File: config.mk
export PLATFORM = sky130hd
export DESIGN_NAME = switchbox_config_loader
export DESIGN_NICKNAME = d
export VERILOG_FILES = /design/src/rtl/switchbox_config_loader.sv
export SDC_FILE = /design/constraint.sdc
export NUM_CORES = 1
export LEC_CHECK = 0
export ABC_CLOCK_PERIOD_IN_PS = 2300
export CORE_MARGIN = 4
export CORE_UTILIZATION = 40
export DETAILED_ROUTE_END_ITERATION = 16
export GPL_ROUTABILITY_DRIVEN = 0
export SYNTH_ARGS = -nofsm -noshare
export SYNTH_HDL_FRONTEND = slang
export SYNTH_SLANG_ARGS = --single-unit
File: constraint.sdc
create_clock -name clock -period 2.3 [get_ports clock]
set_input_delay 0.46 -clock clock [delete_from_list [all_inputs] [get_ports clock]]
set_output_delay 0.46 -clock clock [all_outputs]
set_load 0.05 [all_outputs]
File: src/rtl/switchbox_config_loader.sv
// -----------------------------------------------------------------------------
// switchbox_config_loader
//
// Serial configuration loader for one switch-box tile. Bits arrive under a
// valid strobe, are assembled LSB-first in a shift register and, once a full
// word is in, are copied to the config_out shadow register in a single edge.
// The switch box therefore never routes on a partially loaded configuration.
//
// Optional feature macro: SWITCHBOX_CONFIG_PARITY_EN
//   defined   : one trailing even-parity bit per load is checked. A mismatch
//               sets the sticky cfg_error flag and discards the load.
//   undefined : a load commits directly after CONFIG_WIDTH bits. cfg_error = 0.
//
// Ports
//   clock         : single clock, rising edge
//   reset         : synchronous, active-high reset
//   cfg_start     : pulse that begins or restarts a load
//   cfg_bit_in    : serial configuration bit
//   cfg_bit_valid : cfg_bit_in is valid this cycle
//   config_out    : committed configuration (to switch box config_in)
//   cfg_busy      : a load is in progress (registered)
//   cfg_done      : one-cycle pulse when a commit completes
//   cfg_error     : sticky parity-failure flag (parity build only)
// -----------------------------------------------------------------------------
module switchbox_config_loader #(
    parameter int CONFIG_WIDTH = 264,
    parameter int CNT_WIDTH    = $clog2(CONFIG_WIDTH)
) (
    input  logic                    clock,
    input  logic                    reset,
    input  logic                    cfg_start,
    input  logic                    cfg_bit_in,
    input  logic                    cfg_bit_valid,
    output logic [CONFIG_WIDTH-1:0] config_out,
    output logic                    cfg_busy,
    output logic                    cfg_done,
    output logic                    cfg_error
);

    typedef enum logic [1:0] {
        IDLE   = 2'd0,
        SHIFT  = 2'd1,
`ifdef SWITCHBOX_CONFIG_PARITY_EN
        PARITY = 2'd2,
`endif
        COMMIT = 2'd3
    } state_t;

    localparam logic [CNT_WIDTH-1:0] LAST_CNT = CNT_WIDTH'(CONFIG_WIDTH - 1);

    state_t                  state_q, state_d;
    logic [CONFIG_WIDTH-1:0] shift_q, shift_d;
    logic [CNT_WIDTH-1:0]    cnt_q, cnt_d;
    logic                    commit;
`ifdef SWITCHBOX_CONFIG_PARITY_EN
    logic                    par_q, par_d;
    logic                    err_set;
`endif

    // Next-state and datapath logic.
    // NOTE: every signal written here gets a default first, so no path leaves
    // a value unassigned and no latch is inferred.
    always_comb begin
        state_d = state_q;
        shift_d = shift_q;
        cnt_d   = cnt_q;
        commit  = 1'b0;
`ifdef SWITCHBOX_CONFIG_PARITY_EN
        par_d   = par_q;
        err_set = 1'b0;
`endif
        case (state_q)
            IDLE: begin
                // Valid bits are ignored here; a start wins over a same-cycle bit.
                if (cfg_start) begin
                    shift_d = '0;
                    cnt_d   = '0;
`ifdef SWITCHBOX_CONFIG_PARITY_EN
                    par_d   = 1'b0;
`endif
                    state_d = SHIFT;
                end
            end
            SHIFT: begin
                if (cfg_start) begin
                    // Abort and restart; config_out is untouched.
                    shift_d = '0;
                    cnt_d   = '0;
`ifdef SWITCHBOX_CONFIG_PARITY_EN
                    par_d   = 1'b0;
`endif
                end else if (cfg_bit_valid) begin
                    // First bit accepted ends up in bit 0 after the full word.
                    shift_d = {cfg_bit_in, shift_q[CONFIG_WIDTH-1:1]};
`ifdef SWITCHBOX_CONFIG_PARITY_EN
                    par_d   = par_q ^ cfg_bit_in;
`endif
                    if (cnt_q == LAST_CNT) begin
                        // Wrap to 0 so the counter never exceeds CONFIG_WIDTH-1.
                        cnt_d = '0;
`ifdef SWITCHBOX_CONFIG_PARITY_EN
                        state_d = PARITY;
`else
                        state_d = COMMIT;
`endif
                    end else begin
                        cnt_d = cnt_q + CNT_WIDTH'(1);
                    end
                end
            end
`ifdef SWITCHBOX_CONFIG_PARITY_EN
            PARITY: begin
                if (cfg_start) begin
                    shift_d = '0;
                    cnt_d   = '0;
                    par_d   = 1'b0;
                    state_d = SHIFT;
                end else if (cfg_bit_valid) begin
                    if (cfg_bit_in == par_q) begin
                        state_d = COMMIT;
                    end else begin
                        err_set = 1'b1;
                        state_d = IDLE;
                    end
                end
            end
`endif
            COMMIT: begin
                // Start and valid are both ignored; the commit always completes.
                commit  = 1'b1;
                state_d = IDLE;
            end
            default: state_d = IDLE;
        endcase
    end

    // NOTE: sequential state uses non-blocking assignments only, so every
    // register samples the pre-edge values regardless of statement order.
    always_ff @(posedge clock) begin
        if (reset) begin
            state_q    <= IDLE;
            shift_q    <= '0;
            cnt_q      <= '0;
            config_out <= '0;
            cfg_busy   <= 1'b0;
            cfg_done   <= 1'b0;
        end else begin
            state_q  <= state_d;
            shift_q  <= shift_d;
            cnt_q    <= cnt_d;
            cfg_busy <= (state_d != IDLE);
            cfg_done <= commit;
            if (commit) begin
                config_out <= shift_q;
            end
        end
    end

`ifdef SWITCHBOX_CONFIG_PARITY_EN
    always_ff @(posedge clock) begin
        if (reset) begin
            par_q     <= 1'b0;
            cfg_error <= 1'b0;
        end else begin
            par_q <= par_d;
            if (cfg_start) begin
                cfg_error <= 1'b0;
            end else if (err_set) begin
                cfg_error <= 1'b1;
            end
        end
    end
`else
    assign cfg_error = 1'b0;
`endif

endmodule

==> impl_results.md, run 1 <==
* Status: completed
* Initial core utilization at 0.406
* Gr ovfl total at 0
* CTS tree: done
* HPWL Detailed at 27200 um
* Die W at 218 um
* Die Y at 218 um
* Die area at 47400 um^2
* Synth top area cells: dfxtp_1, a22o_1, nand2_1
* DRT iter0 DRCs at 907
* Vias per inst at 5.06
* Postcts setup bufs at 0
* Worst path cell trace: clkdlybuf4s50_1
* CP Data Required Time at 1840 ps
* Leading area contributor after synthesis: dfxtp_1
* Antenna violations before repair at 0
* Setup crit end kind: output pin
* Average wire per standard cell at 16.0 um
* Mapped Cells at 1802
* Top_reg_cell synth: dfxtp_1
* CTS Buf Count at 54
* Worst-margin pin slew at 609 ps
* Asr flop ratio synth at 0
* Clk pwr share at 0.470
* Reg power frac at 0.513
* Mean post-synth cell area at 9.76 um^2
* F_max at 443 MHz
* Cts hold-fix bufs at 0
* Boundary Pins at 272
* Leakage at 8.42 nW
* Tightest Hold Check Type: in -> reg
* Crit Path Category: reg -> out
* Pin count of the biggest net entering global routing at 95
* Internal Power at 14.5 mW
* Comb pwr share at 0.017
* Number of distinct library cells after synthesis at 28
* Setup Viol. Count Final at 0
* CTS Root Buffer Type: clkbuf_16
* Main combinational cell family by area after synthesis: compound AO/OA/AOI/OAI gates
* Kind of cell adding the most delay to the critical path: buffers and inverters
* Hold Path Sink: config_out[212]
* Nets at 2038
* Filler instances at 4003
* Yosys reg bits at 541
* Max incr delay on CP at 830 ps
* Max Root-Sink Buffers at 3
* Area share of fa/ha/maj cells after synthesis at 0.000712
* Reg2Reg Setup Slack at 410 ps
* Clock-pin slew on the worst setup and hold paths at 60 ps
* Hold Path Stages at 2
* Switching share of power at 0.206
* Simple-gate portion of the synthesized area at 0.127
* Clk sinks at 541
* Post-route insts no fill at 2652
* Critical Path Slowest Stage Cell: clkdlybuf4s50_1
* Residual DRC count at 0
* FF-to-FF End: shift_q[7]
* Max cap viols at 0
* Area Growth Syn to Fin at 29.2%
* Final setup margin at 41.0 ps
* # diodes at 0
* Cell area power density at 805 nW/um^2
* Max FO, Critical Path at 2
* Unrepaired setup endpoints after global routing: no
* Synth warn at 0
* CP arrival at 1800 ps
* Top-area cell type share of the netlist area at 0.616
* Top-count cell post-synth: dfxtp_1
* Post-synth EDFFs at 0
* Fin. max-slew vios at 0
* R2r startpoint: state_q[1]
* VDD IR max at 0.479 mV
* R2R cell count at 5
* Final ANT Viol Nets at 0
* Total vias in the final route at 13400
* Core Region at 43300 um^2
* Num rows at 76
* Worst Clk Skew at 9.38 ps
* Post-synthesis sequential area ratio at 0.616
* Cell Area, Synth at 17600 um^2
* IO buf count at 270
* Hold Startpoint: reset
* P_sw at 3.77 mW
* Post-Place Setup Slack at 2.37 ps
* Synth Area in Compound Gates at 0.209
* Headroom to the max-slew limit at 0.596
* Hold Fails Final Rpt at 0
* Clk_lat worst skew at 590 ps
* Syn Nets at 1808
* Drt pass-1 iters at 5
* Synth cell count leaders: dfxtp_1, nand2_1, a21oi_1
* First-pass GRT wire length at 68100 um
* Final critical-path required period at 2260 ps
* Post-layout util at 0.525
* Startpoint class of the critical path: flip-flop
* WP buf/inv at 1
* XOR/XNOR Fraction of Synth Area at 0.00299
* Setup Total Neg Slack at 0 ps
* Drt total wl at 42400 um
* Vias in the first global route at 12700
* GRT Overall Usage at 0.173
* Share of cells above drive strength 1 at 0.0687
* Inst Count DP at 2561
* H-tree levels at 2
* Tcrit/Tclk final at 0.982
* Mux contribution to synthesized area at 0
==> worst max-delay path by stage <==
stage                                from              end  slack, ps  depth (start not counted)
after floorplan             cfg_bit_valid     shift_q[204]        630                          5
after global placement          cfg_start      shift_q[69]          6                          6
after detailed placement        cfg_start     shift_q[149]          2                          6
after CTS                 config_out[158]  config_out[158]        0.3                          1
after global routing      config_out[263]  config_out[263]          2                          1
final                     config_out[160]  config_out[160]         40                          1
==> routing by layer <==
layer | vias to the layer above | GRT usage | wire (um)
li1 | 6665 | - | -
met1 | 6411 | 0.240 | 20100
met2 | 281 | 0.271 | 19100
met3 | 61 | 0.0431 | 2340
met4 | 0 | 0.0447 | 854
met5 | - | 0 | 0
==> stage by stage <==
step                      power [mW]  hold slack [ps]  cell area, um^2
after floorplan                 9.79              432            17600
after global placement          9.89              444            21000
after detailed placement        9.89              447            21000
after CTS                       18.5              194            22700
after global routing            18.9              224            22700
final                           18.3              237            22700
==> power by group through the flow <==
stage,logic (mW),clock network [mW],registers (mW)
after floorplan,0.205,0,9.59
after global placement,0.298,0,9.59
after detailed placement,0.304,0,9.59
after CTS,0.305,8.84,9.38
after global routing,0.328,9.23,9.37
final,0.302,8.59,9.38
==> state kept, by name (all words and copies together), names as in the netlist <==
signal	count
config_out	264
shift_q	264
cnt_q	9
state_q	2
cfg_busy	1
cfg_done	1
==> placed cells by master (no fill, tap or decap), types with 2 or more instances in the layout <==
cell             count
nand4_1              2
nor3_1               4
nand3_1              5
dlymetal6s2s_1      21
a22o_1             263
clkbuf_1             9
inv_6                2
dfxtp_1            541
nor4b_1              4
clkdlybuf4s50_1    216
clkbuf_8            14
clkinv_2             6
nand2_1            532
nor2_1              13
buf_4               28
clkinvlp_4           2
nand4b_1             3
bufinv_16            3
buf_12              25
a21oi_1            268
clkbuf_16           54
xnor2_1              6
dlygate4sd2_1       31
==> area by class of cell <==
cell class                 count  area, um^2  share of cell area
clock inverter                15         178             0.00782
clock buffer                  76        1560              0.0689
tap                          585         732              0.0322
sequential                   541       10800               0.477
multi-input combinational   1113        5990               0.264
timing repair buffer         322        3420               0.151
==> cells by family (layout without fill, tap and decap cells) <==
family | after synthesis | in the layout
AOI/OAI and AO/OA | 535 | 535
xor gates and xnor gates | 6 | 6
adders and majority gates | 1 | 1
buffers and inverters | 148 | 413
DFF | 541 | 541
other | 1 | 1
and+or+nand+nor | 570 | 570
==> repair_timing <==
item | in CTS | in global routing
endpoints found under the setup margin | 31 | 21
resized for setup | 31 | 21
gates cloned | 0 | 0
No activity file was read; power rests on OpenSTA's default activity.
==> run 2, diff against run 1 <==
CAP_MARGIN = 25   (was not set)
CTS_CLUSTER_SIZE = 30   (was not set)
==> results of run 2 <==
No change in the layout: final DEF, timing and power equal those of run 1.
==> patch: new RTL, settings of run 2 <==
Encoding of `state_t`: now one-hot (3 bits for 3 states).
--- a/src/rtl/switchbox_config_loader.sv
+++ b/src/rtl/switchbox_config_loader.sv
@@ -38,11 +38,11 @@
 );
 
-    typedef enum logic [1:0] {
-        IDLE   = 2'd0,
-        SHIFT  = 2'd1,
+    typedef enum logic [2:0] {
+        IDLE   = 3'b001,
+        SHIFT  = 3'b010,
 `ifdef SWITCHBOX_CONFIG_PARITY_EN
         PARITY = 2'd2,
 `endif
-        COMMIT = 2'd3
+        COMMIT = 3'b100
     } state_t;
 
Check against the original RTL: same outputs for any inputs over 4 cycles, from zero or initial values and one cycle with reset high; so few cycles prove little.
==> patch against run 2 <==
  * Non-clock buffer count decreased by 5
  * Sequential cell count rose by 1
  * Routed wire length is 9.3% higher
  * First-iteration DRC count up 11%
  * Cell area rose by 5.6%
  * Via count is 13% higher
  * Hold slack better by 63 ps
  * Worst setup slack got worse by 0.63 ps
  * Synthesized area increased by 6.4%
  * Maximum frequency about the same
Power is not compared: it rests on default switching activity, and its combinational part moved more than twofold at a synthesized area within 25%.
==> patch: results (changes against run 2) <==
initial antenna violation count=1 (+1); crit-path max cell delay=820 ps; fill count=4297 (+7.3%); final core occ=52.38% (-0.12 points); via count=15130 (+13%); DP HPWL=29.03 mm (+6.7%); worst min path class=input pin to flip-flop; Yosys cell types=39 (+39%); Area contributors post-synth=dfxtp_1, nand2_1, a2bb2oi_1, a21oi_1, buf_2; routed wire length=46.32 mm (+9.3%); worst hold-check slack=299.6 ps (+62.68 ps); Max Clock Skew=21.07 ps (+11.68 ps); syn_nets=2111 (+17%); post-synthesis sequential area ratio=57.99% (-3.6 points); setup bufs post-CTS=0 (unchanged); asr flop ratio synth=0% (unchanged); CP Max Fanout=2 (unchanged); hold path start=reset; gr usage total=17.57% (+0.29 points); CTS Root Cell=clkbuf_16; pin count of the biggest net entering global routing=133 (+40%); vias in the first global route=14350 (+13%); most common library cells after synthesis=nand2_1, dfxtp_1, a21oi_1; Leak=8.723 nW; DR iter-0 viols=1004 (+11%); Max VDD drop=0.5019 mV; Layout Nets=2308 (+13%); Detailed Routing Iterations Pass 1=5 (unchanged); Worst Hold End=cnt_q[1]; global-route wire length before repair=75.10 mm (+10%); Reg-to-Reg End=config_out[80]; crit-path leading delay family=buffers and inverters; status=complete, no violations; Worst-path clk slew=60 ps (about the same); syn avg cell area=8.889 sq um (-8.9%); placed cells=2844 (+11%); share of layout cells above drive strength 1=6.237% (-0.63 points); Main synth FF type=dfxtp_1; Clock Path Buffers=3 (unchanged); Hold Path Cell Cnt=4 (+2); post-DR wirelength/cell=15.75 microns (-1.5%); CTS Buf Count=56 (+3.7%); worst flop-to-flop path startpoint=state_q[2]; Top Registers=config_out: 264 flops, shift_q: 264 flops, cnt_q: 9 flops; worst reg2reg path depth=4 (-1); slew margin rel.=47.50% (-12 points); Critical Path AT=1800 ps (about the same); Placed Area=0.02208 sq mm (+5.4%); R2R setup slack=380 ps (-30 ps); worst-skew pair later-pin latency=600 ps
[patch: cell count changes after synthesis, moves of 5 or more]
cell	run 2	this run
nand2_1	533	796
clkbuf_1	97	47
buf_6	25	1
inv_1	0	5
xnor2_1	6	0
buf_2	16	122
a22o_1	263	2
nor2_1	13	7
a2bb2oi_1	0	264
[patch: per-layer routing]
metal,track usage [%],up-vias,wire [microns]
met5,0,-,14
met4,4.091,2,837
met3,3.994,63,2500
met2,27.91,326,21020
met1,24.62,7231,21950
li1,-,7503,-
[patch: report_power, final]
part / internal (mW) / switching [mW]
clock: 5.43 / 3.64
combinational: 0.634 / 0.500
sequential: 9.81 / 0.342
total: 15.9 / 4.49
[patch: metrics by stage]
stage,setup WS [ps],setup TNS (ps)
finish,40.33,0
global route,0.7125,0
floorplan,603.1,0
CTS,0.7329,0
global placement,85.49,0
detailed placement,-14.00,-15.82
[patch: logic make-up (layout without fill, tap and decap cells)]
| logic type | Yosys count | after routing | share of synthesized area [%] |
|---|---|---|---|
| AO/OA/AOI/OAI | 549 | 549 | 20.27 |
| adder cells (fa/ha/maj) | 1 | 1 | 0.06686 |
| buffers and inverters | 183 | 419 | 4.547 |
| flip-flops | 542 | 542 | 57.99 |
| other | 1 | 1 | 0.02004 |
| AND/OR/NAND/NOR | 829 | 829 | 17.11 |
[patch: what timing repair did]
item	in CTS	in global routing
hold buffers	0	0
resized for setup	25	24
endpoints found under the setup margin	25	24
pin swaps	0	0
hold endpoints to repair	0	0
[patch: worst register-to-register path, delay by kind of cell (launching register included)]
kind / cells / cell delay (ps)
AOI/OAI and AO/OA: 1 / 170
buffers and inverters: 1 / 310
DFF: 1 / 750
and+or+nand+nor: 2 / 600
[patch: how the worst max path moves through the flow]
stage,from,end,depth (start not counted)
2_1_floorplan,cnt_q[0],cnt_q[0],5
3_3_place_gp,cfg_start,shift_q[248],7
3_5_place_dp,cfg_start,shift_q[89],7
4_1_cts,config_out[19],config_out[19],1
5_1_grt,config_out[135],config_out[135],1
6_report,config_out[173],config_out[173],1
[patch: layout make-up]
| type | count | share of cell area, % |
|---|---|---|
| clock inverters | 18 | 0.8560 |
| well taps | 600 | 3.132 |
| repair buffers | 317 | 14.39 |
| flip-flops and latches | 542 | 45.26 |
| inverters | 5 | 0.07829 |
| multi-input cells | 1380 | 29.36 |
| clock buffers | 79 | 6.921 |
